[config.mk]
export PLATFORM = sky130hd
export DESIGN_NAME = f_redirect_ctrl
export DESIGN_NICKNAME = d
export VERILOG_FILES = /design/src/rtl/f_redirect_ctrl.sv
export SDC_FILE = /design/constraint.sdc
export NUM_CORES = 1
export LEC_CHECK = 0
export ABC_CLOCK_PERIOD_IN_PS = 2200
export BUFFER_PORTS_ARGS = -buffer_cell sky130_fd_sc_hd__buf_4
export CELL_PAD_IN_SITES_DETAIL_PLACEMENT = 0
export CELL_PAD_IN_SITES_GLOBAL_PLACEMENT = 1
export CORE_MARGIN = 5
export CORE_UTILIZATION = 28
export DETAILED_ROUTE_END_ITERATION = 7
export GPL_TIMING_DRIVEN = 0
export PLACE_DENSITY_LB_ADDON = 0.1
export SYNTH_ARGS = -nofsm -noshare
export SYNTH_HDL_FRONTEND = slang
export SYNTH_SLANG_ARGS = --single-unit
[constraint.sdc]
create_clock -name clk -period 2.2 [get_ports clk]
set_input_delay 0.22 -clock clk [delete_from_list [all_inputs] [get_ports clk]]
set_output_delay 0.22 -clock clk [all_outputs]
set_load 0.02 [all_outputs]
[src/rtl/f_redirect_ctrl.sv]
// Front-end redirect scheduler: arbitrates redirect sources, flushes fetch, drains, then offers the target PC.
// Optional per-source capture counters are built when F_REDIR_PERF_EN is defined.
module f_redirect_ctrl #(
    parameter logic [31:0] INIT_PC     = 32'h1c00_0000,
    parameter int unsigned FLUSH_DRAIN = 2,
    parameter int unsigned EPOCH_W     = 3
) (
    input  logic                 clk,
    input  logic                 rst,
    input  logic                 exc_redir_valid_i,
    input  logic [31:0]          exc_redir_pc_i,
    input  logic [1:0]           bk_redir_valid_i,
    input  logic [1:0][31:0]     bk_redir_pc_i,
    input  logic                 dec_redir_valid_i,
    input  logic [31:0]          dec_redir_pc_i,
    output logic                 redir_valid_o,
    output logic [31:0]          redir_pc_o,
    input  logic                 redir_ready_i,
    output logic                 g_flush_o,
    output logic                 fetch_stall_o,
    output logic [EPOCH_W-1:0]   epoch_o,
    output logic [3:0][31:0]     perf_cnt_o
);
    typedef enum logic [1:0] {S_BOOT, S_IDLE, S_DRAIN, S_ISSUE} state_t;

    localparam logic [1:0] LVL_DEC = 2'd0;
    localparam logic [1:0] LVL_BK1 = 2'd1;
    localparam logic [1:0] LVL_BK0 = 2'd2;
    localparam logic [1:0] LVL_EXC = 2'd3;
    localparam logic [3:0] DRAIN_INIT = 4'(FLUSH_DRAIN - 1);

    state_t               state_q;
    logic                 redir_valid_q;
    logic                 flush_q;
    logic                 stall_q;
    logic [31:0]          pc_q;
    logic [EPOCH_W-1:0]   epoch_q;
    logic                 pend_q;
    logic [1:0]           lvl_q;
    logic [3:0]           cnt_q;

    logic                 win_vld_d;
    logic [1:0]           win_lvl_d;
    logic [31:0]          win_pc_d;
    logic                 take_d;

    always_comb begin
        win_vld_d = 1'b1;
        win_lvl_d = LVL_DEC;
        win_pc_d  = dec_redir_pc_i;
        if (exc_redir_valid_i) begin
            win_lvl_d = LVL_EXC;
            win_pc_d  = exc_redir_pc_i;
        end else if (bk_redir_valid_i[0]) begin
            win_lvl_d = LVL_BK0;
            win_pc_d  = bk_redir_pc_i[0];
        end else if (bk_redir_valid_i[1]) begin
            win_lvl_d = LVL_BK1;
            win_pc_d  = bk_redir_pc_i[1];
        end else if (!dec_redir_valid_i) begin
            win_vld_d = 1'b0;
        end
        win_pc_d = win_pc_d & 32'hFFFF_FFFC;
    end

    // Outside IDLE a predecode redirect is stale; only equal-or-higher sources may preempt.
    always_comb begin
        take_d = 1'b0;
        case (state_q)
            S_IDLE:  take_d = win_vld_d;
            S_BOOT:  take_d = win_vld_d && (win_lvl_d == LVL_EXC);
            default: take_d = win_vld_d && (win_lvl_d != LVL_DEC) &&
                              (!pend_q || (win_lvl_d >= lvl_q));
        endcase
    end

    always_ff @(posedge clk or posedge rst) begin
        if (rst) begin
            state_q       <= S_BOOT;
            redir_valid_q <= 1'b0;
            flush_q       <= 1'b0;
            stall_q       <= 1'b1;
            pc_q          <= INIT_PC;
            epoch_q       <= '0;
            pend_q        <= 1'b0;
            lvl_q         <= LVL_DEC;
            cnt_q         <= '0;
        end else begin
            flush_q <= 1'b0;
            if (take_d) begin
                // An in-flight ISSUE handshake still completes; the new target restarts the drain.
                state_q       <= S_DRAIN;
                redir_valid_q <= 1'b0;
                flush_q       <= 1'b1;
                stall_q       <= 1'b1;
                pc_q          <= win_pc_d;
                lvl_q         <= win_lvl_d;
                pend_q        <= 1'b1;
                epoch_q       <= epoch_q + EPOCH_W'(1);
                cnt_q         <= DRAIN_INIT;
            end else begin
                case (state_q)
                    S_BOOT: begin
                        state_q       <= S_ISSUE;
                        redir_valid_q <= 1'b1;
                        pc_q          <= INIT_PC;
                        lvl_q         <= LVL_EXC;
                        pend_q        <= 1'b1;
                    end
                    S_DRAIN: begin
                        if (cnt_q == 4'd0) begin
                            state_q       <= S_ISSUE;
                            redir_valid_q <= 1'b1;
                        end else begin
                            cnt_q <= cnt_q - 4'd1;
                        end
                    end
                    S_ISSUE: begin
                        if (redir_ready_i) begin
                            state_q       <= S_IDLE;
                            redir_valid_q <= 1'b0;
                            stall_q       <= 1'b0;
                            pend_q        <= 1'b0;
                        end
                    end
                    default: ;
                endcase
            end
        end
    end

    assign redir_valid_o = redir_valid_q;
    assign redir_pc_o    = pc_q;
    assign g_flush_o     = flush_q;
    assign fetch_stall_o = stall_q;
    assign epoch_o       = epoch_q;

`ifdef F_REDIR_PERF_EN
    // Indexed by level: [3]=EXC, [2]=BK0, [1]=BK1, [0]=DEC.
    logic [3:0][31:0] perf_q;

    always_ff @(posedge clk or posedge rst) begin
        if (rst) begin
            perf_q <= '0;
        end else if (take_d && (perf_q[win_lvl_d] != 32'hFFFF_FFFF)) begin
            perf_q[win_lvl_d] <= perf_q[win_lvl_d] + 32'd1;
        end
    end

    assign perf_cnt_o = perf_q;
`else
    assign perf_cnt_o = '0;
`endif
endmodule
; ---- Yosys cells after proc, flatten, opt, wreduce, memory -nomap -nowiden
; Cells that the tools add are included.
[totals]
ram_bits = 0
memories = 0
reg_bits = 47
latch_bits = 0
mem_bits_ro = 0
output_inout_bits = 166
inputBits = 135
[op_classes]
n_mul = 0
mux = 31
div_mod_pow = 0
n_shift = 0
n_lt_le_gt_ge = 1
bitwise_logic = 0
reduce_logical = 18
addsub = 2
eq_ne = 7
[op_table]
columns = cell, n
row1 = 2-to-1 mux 32 bit, 5
row2 = 2-to-1 mux 2 bit, 7
row3 = 2-to-1 mux 1 bit, 12
row4 = 2-to-1 mux 4 bit, 3
row5 = nonzero test 2 bit, 5
row6 = "== test 2 bit, second input constant", 3
row7 = "!= test 3 bit, second input constant", 2
row8 = one-hot mux 2 bit (3 select lines), 1
row9 = AND reduction 2 bit, 3
row10 = logical NOT 4 bit, 1
row11 = one-hot mux 1 bit (2 select lines), 2
row12 = nonzero test 4 bit, 1
row13 = "subtractor 4 x 1 -> 4 bit, second input constant", 1
row14 = "adder 3 x 1 -> 3 bit, second input constant", 1
row15 = logical AND 1 bit, 3
row16 = one-hot mux 1 bit (3 select lines), 1
row17 = AND reduction 3 bit, 1
row18 = nonzero test 3 bit, 1
row19 = "== test 2 x 1 -> 1 bit, second input constant", 1
row20 = >= comparator 2 bit, 1
row21 = logical NOT 2 bit, 1
row22 = "!= test 2 bit, second input constant", 1
row23 = logical NOT 1 bit, 1
row24 = logical OR 1 bit, 1

; ---- Logic depth before layout (Yosys ltp)
[logic_depth]
depth_word = 9
mapped_depth = 9
depth_no_buf = 7

; ---- Worst setup path before layout
; No wires, ideal clock.
[synth_path]
path_type = input to register
from = input bk_redir_valid_i[0]
to = register lvl_q[0]
arrival_ps = 2014
cell_stages = 9
required_ps = 2075
setup_slack_ps = 61
path_cell_list = inv_1 > clkbuf_1 > a21oi_1 > ha_1 > nand2b_1 > a211oi_4 > nor2_4 > buf_6 > mux2_4
[synth_between]
elab_chain_cells = 7
word_cells_on_any_way = 14
cone_classes = order compare: 1 / eq/ne: 1 / mux: 6 / reduce/logical: 6
[synth_lines]
columns = element, line
row1 = "start, declared", 12  ; input logic [1:0] bk_redir_valid_i,
row2 = 2-to-1 mux 2 bit, 54  ; end else if (bk_redir_valid_i[0]) begin
row3 = 2-to-1 mux 2 bit, 51  ; if (exc_redir_valid_i) begin
row4 = >= comparator 2 bit / nonzero test 2 bit (equally long branches), "73, 72"
row5 = logical OR 1 bit / logical AND 1 bit (equally long branches), "73, 72"
row6 = logical AND 1 bit, 72  ; default: take_d = win_vld_d && (win_lvl_d != LVL_DEC) &&
row7 = one-hot mux 1 bit (2 select lines), 69  ; case (state_q)
row8 = 2-to-1 mux 2 bit / nonzero test 2 bit (equally long branches), --
row9 = "end signal, assigned", 97  ; lvl_q <= win_lvl_d;
row10 = "end, declared", 39  ; logic [1:0] lvl_q;
; Several ways; a longest one is shown, not always the timed one.
; A chain may end at the register's enable or synchronous reset.

; ---- Worst setup path in the final report
[layout_path]
from = input bk_redir_valid_i[1]
to = register pc_q[19] (netlist: redir_pc_o[19])
[layout_between]
elab_chain_cells = 8
word_cells_on_any_way = 19
cone_classes = order compare: 1 / eq/ne: 1 / mux: 11 / reduce/logical: 6
[layout_lines]
columns = element, line
row1 = 2-to-1 mux 1 bit, 57  ; end else if (bk_redir_valid_i[1]) begin
row2 = 2-to-1 mux 2 bit, 54
row3 = 2-to-1 mux 2 bit, 51
row4 = >= comparator 2 bit / nonzero test 2 bit (equally long branches), "73, 72"
row5 = logical OR 1 bit / logical AND 1 bit (equally long branches), "73, 72"
row6 = logical AND 1 bit, 72
row7 = one-hot mux 1 bit (2 select lines), 69
row8 = 2-to-1 mux 32 bit / nonzero test 2 bit (equally long branches), --
row9 = "end signal, assigned", 96  ; pc_q <= win_pc_d;
row10 = "end, declared", 36  ; logic [31:0] pc_q;
; Several ways; a longest one is shown, not always the timed one.

==> qor.yml <==
floorplanning:
  chipHeight_microns: 128.4
  fp-row-count: 43
  placeableCoreArea_sq_mm: 0.01383
  die-area_sq_mm: 0.01648
  pin_count: 301
  floorplan.initialDensity_pct: 28.37
  die_width_microns: 128.4
yosys:
  netlist-cell-type-count: 38
  synth-seq-cells: 45
  synth.area.mux_share_pct: 21.50
  synth_top_family_by_area: "buffers and inverters"
  ys_seq_area_share_pct: 28.84
  synth.yosys.warnings: 0
  syn_area_per_cell_sq_um: 9.733
  synth_area_sq_mm: 0.003923
  synth_area_leader_cell: "sky130_fd_sc_hd__dfrtp_1"
  ys_async_sr_fraction_pct: 100.0
  yosys.area_share.simple_pct: 4.370
  compound_cell_area_share_of_the_yosys_netlist_pct: 13.94
  synth_xor_xnor_area_share_pct: 1.116
  synthTopCellsByArea: "sky130_fd_sc_hd__dfrtp_1 26%, sky130_fd_sc_hd__buf_4 25%, sky130_fd_sc_hd__mux2_4 11%, sky130_fd_sc_hd__mux2_2 9.5%, sky130_fd_sc_hd__o22ai_1 4.3%"
  synth_edf_count: 0
  ys_dominant_reg_cell: "sky130_fd_sc_hd__dfrtp_1"
  yosys.area_share.adder_pct: 1.595
  netlist_instances: 403
  synth_top_area_share_pct: 26.16
placed_design:
  dp_worst_setup_slack_ns: -0.4081
  place_area_sq_mm: 0.005861
  hpwlAfterDp_mm: 10.60
  port-buffer-count: 161
  globalplace.congestion: 0.7605
global_route:
  pin_count_of_the_biggest_net_entering_global_routing: 25
  initial_antenna_violation_count: 0
  number_of_global_route_vias_before_repair: 3435
  globalRoute.totalOverflow: 0
  gr-usage-all-layers_pct: 14.19
  grt_pass1_wl_mm: 18.49
timing:
  final-hold-violation-count: 0
  worst_pin_slew_ns: 0.5852
  final_max_slew_viol_count: 0
  holdWs_ns: 0.2007
  final_worst_path_period_share_pct: 94.58
  postLayoutSetupSlackWorst_ns: 0.1193
  max_slew_margin_pct: 60.98
  clock_period_minus_worst_slack_ns: 2.081
  rsz0062_at_grt: "no"
  fmax_mhz: 480.6
  final.setup_skew_ns: 0.005862
  report.final.setup_viol: 0
route:
  detail_route.vias_per_cell: 3.867
  drc: 0
  ant_nets: 0
  avgRoutedWirePerCell_microns: 14.35
  finalWirelength_mm: 12.64
  routed-via-count: 3407
  drt_iter0_markers: 96
  drt_first_pass_iters: 4
finish:
  final_instance_area_sq_mm: 0.006043
  layout.core_utilization_pct: 43.71
  final_layout_size_suffix_gt1_share_pct: 54.64
  final_nets: 840
  diodes: 0
  area_growth_pct: 54.07
clocking:
  cts_num_sinks: 45
  clk_path_buf_depth: 2
  clock_slew_seen_by_the_registers_of_the_worst_setup_and_hold_paths_ns: 0.06
  cts_setup_buffers: 0
  clock_insertion_delay_worst_skew_ns: 0.29
  numCtsBuffers: 5
  cts_tree: "done"
  root_buffer: "sky130_fd_sc_hd__clkbuf_16"
  h-tree-depth: 2
power:
  p_switching_mw: 2.155
  total_power_mw: 5.641
  clock_share_of_power_pct: 15.8
  cellInternalPower_mw: 3.486
  share_seq_of_total_power_pct: 26.4
  p_comb_share_pct: 57.8
  sw_frac_of_total_pct: 38.20
  powerDensity_mw_per_mm2: 933.4
  peak_supply_drop_mv: 0.4395
  p_leak_nw: 3.261
setup_path:
  timing.setup.critical_path_class: "input port to flip-flop"
  worstSetupEndpointType: "flip-flop"
  required_arrival_time_at_the_worst_endpoint_ns: 2.37
  crit_fanout: 10
  worst-endpoint-arrival_ns: 2.25
  critical_path.startpoint_type: "input port"
flow_run:
  max-cap-violations: 0
status:
  run_status: "completed"
hold_path:
  worstHoldPathType: "input port to flip-flop"
==> stage by stage <==
| stage | TNS [ns] | instances |
|---|---|---|
| after global placement | -12.81 | 873 |
| after global routing | 0 | 881 |
| final | 0 | 881 |
| after detailed placement | -13.07 | 874 |
| after CTS | 0 | 882 |
| after floorplan | 0 | 532 |
==> metal layers <==
layer	GRT usage, %	vias up	wire (microns)
li1	-	1731	-
met1	17.55	1520	5039
met2	25.25	147	6474
met3	3.570	9	1017
met4	2.434	0	109
met5	0	-	0
==> final cells by class <==
type,instances,area [sq um]
buffer,150,1086
clock buffer,6,138.9
inverter,7,30.03
clock inverter,2,37.54
multi-input combinational,328,2156
sequential,45,1131
fill,1441,7784
tap,180,225.2
timing repair buffer,163,1239
==> kinds of logic after synthesis <==
family	Yosys count
other cells	1
xor+xnor	5
fa+ha+maj	5
simple gates	30
flops	45
compound gates	92
buf+inv	159
mux	66
==> sequential cells by signal, summed over array words and instances (netlist names) <==
signal         count
cnt_q              4
epoch_o            3
fetch_stall_o      1
g_flush_o          1
lvl_q              2
pend_q             1
redir_pc_o        30
redir_valid_o      1
state_q            2
==> path summary, 6_finish.rpt <==
kind | slack (ns) | startpoint | cells past startpoint | endpoint
min in group asynchronous | 0.54 | rst | 3 | redir_pc_o[10]
hold / removal | 0.20 | redir_ready_i | 2 | state_q[1]
hold reg to reg | 0.48 | pend_q | 1 | pend_q
max in group asynchronous | 1.07 | rst | 4 | redir_pc_o[27]
setup / recovery | 0.12 | bk_redir_valid_i[1] | 9 | redir_pc_o[19]
setup reg to reg | 0.21 | lvl_q[0] | 6 | redir_pc_o[19]
==> power groups by stage <==
stage / clock, mW / combinational (mW) / sequential [mW]
2_1_floorplan: 0 / 1.86 / 1.87
3_3_place_gp: 0 / 3.29 / 1.48
3_5_place_dp: 0 / 3.30 / 1.50
4_1_cts: 0.922 / 3.31 / 1.50
5_1_grt: 0.953 / 3.51 / 1.54
6_report: 0.889 / 3.26 / 1.49
==> synth_stat cells, types with 2 or more instances <==
cell type	number
sky130_fd_sc_hd__a211oi_4	2
sky130_fd_sc_hd__a21o_1	2
sky130_fd_sc_hd__a21oi_1	28
sky130_fd_sc_hd__buf_2	4
sky130_fd_sc_hd__buf_4	130
sky130_fd_sc_hd__buf_6	4
sky130_fd_sc_hd__clkbuf_1	14
sky130_fd_sc_hd__dfrtp_1	41
sky130_fd_sc_hd__dfstp_2	4
sky130_fd_sc_hd__ha_1	5
sky130_fd_sc_hd__inv_1	6
sky130_fd_sc_hd__mux2_2	33
sky130_fd_sc_hd__mux2_4	28
sky130_fd_sc_hd__mux2i_1	4
sky130_fd_sc_hd__nand2_1	8
sky130_fd_sc_hd__nand2b_1	3
sky130_fd_sc_hd__nand3_1	3
sky130_fd_sc_hd__nor2_1	5
sky130_fd_sc_hd__nor2b_1	2
sky130_fd_sc_hd__nor3_1	2
sky130_fd_sc_hd__o211ai_1	3
sky130_fd_sc_hd__o21ai_0	27
sky130_fd_sc_hd__o22ai_1	27
sky130_fd_sc_hd__xor2_1	4
==> critical path: stages <==
cell and delay (ns):
sky130_fd_sc_hd__buf_4 0.14, sky130_fd_sc_hd__buf_2 0.21, sky130_fd_sc_hd__a21oi_1 0.23, sky130_fd_sc_hd__ha_1 0.25, sky130_fd_sc_hd__nand2b_1 0.18, sky130_fd_sc_hd__a211oi_4 0.39, sky130_fd_sc_hd__nor2_4 0.13, sky130_fd_sc_hd__buf_6 0.19
sky130_fd_sc_hd__mux2_4 0.30
==> placed cells by master, fill, tap and decap left out, types with 2 or more instances in the layout <==
cell type	Yosys	final
sky130_fd_sc_hd__clkbuf_1	14	12
sky130_fd_sc_hd__o21ai_0	27	27
sky130_fd_sc_hd__a21o_1	2	2
sky130_fd_sc_hd__o22ai_1	27	27
sky130_fd_sc_hd__o211ai_1	3	3
sky130_fd_sc_hd__inv_2	1	2
sky130_fd_sc_hd__dfrtp_1	41	41
sky130_fd_sc_hd__nand2_1	8	8
sky130_fd_sc_hd__inv_1	6	4
sky130_fd_sc_hd__buf_6	4	4
sky130_fd_sc_hd__dfstp_2	4	4
sky130_fd_sc_hd__nor2_1	5	5
sky130_fd_sc_hd__nor2b_1	2	2
sky130_fd_sc_hd__nand2b_1	3	3
sky130_fd_sc_hd__conb_1	1	130
sky130_fd_sc_hd__nand3_1	3	3
sky130_fd_sc_hd__a211oi_4	2	2
sky130_fd_sc_hd__clkinvlp_4	0	2
sky130_fd_sc_hd__nor3_1	2	2
sky130_fd_sc_hd__a21oi_1	28	28
sky130_fd_sc_hd__mux2i_1	4	4
sky130_fd_sc_hd__xor2_1	4	4
sky130_fd_sc_hd__buf_4	130	291
sky130_fd_sc_hd__buf_2	4	4
sky130_fd_sc_hd__mux2_2	33	33
sky130_fd_sc_hd__ha_1	5	5
sky130_fd_sc_hd__mux2_4	28	28
sky130_fd_sc_hd__clkbuf_16	0	5
==> what timing repair did <==
action	in CTS	in global routing
pin swaps	0	1
endpoints found under the hold margin	20	0
cloned	0	0
gates resized for setup	0	1
setup endpoints to repair	28	28
hold buffers	1	0
Note: power is estimated with default switching activity, not from simulation.
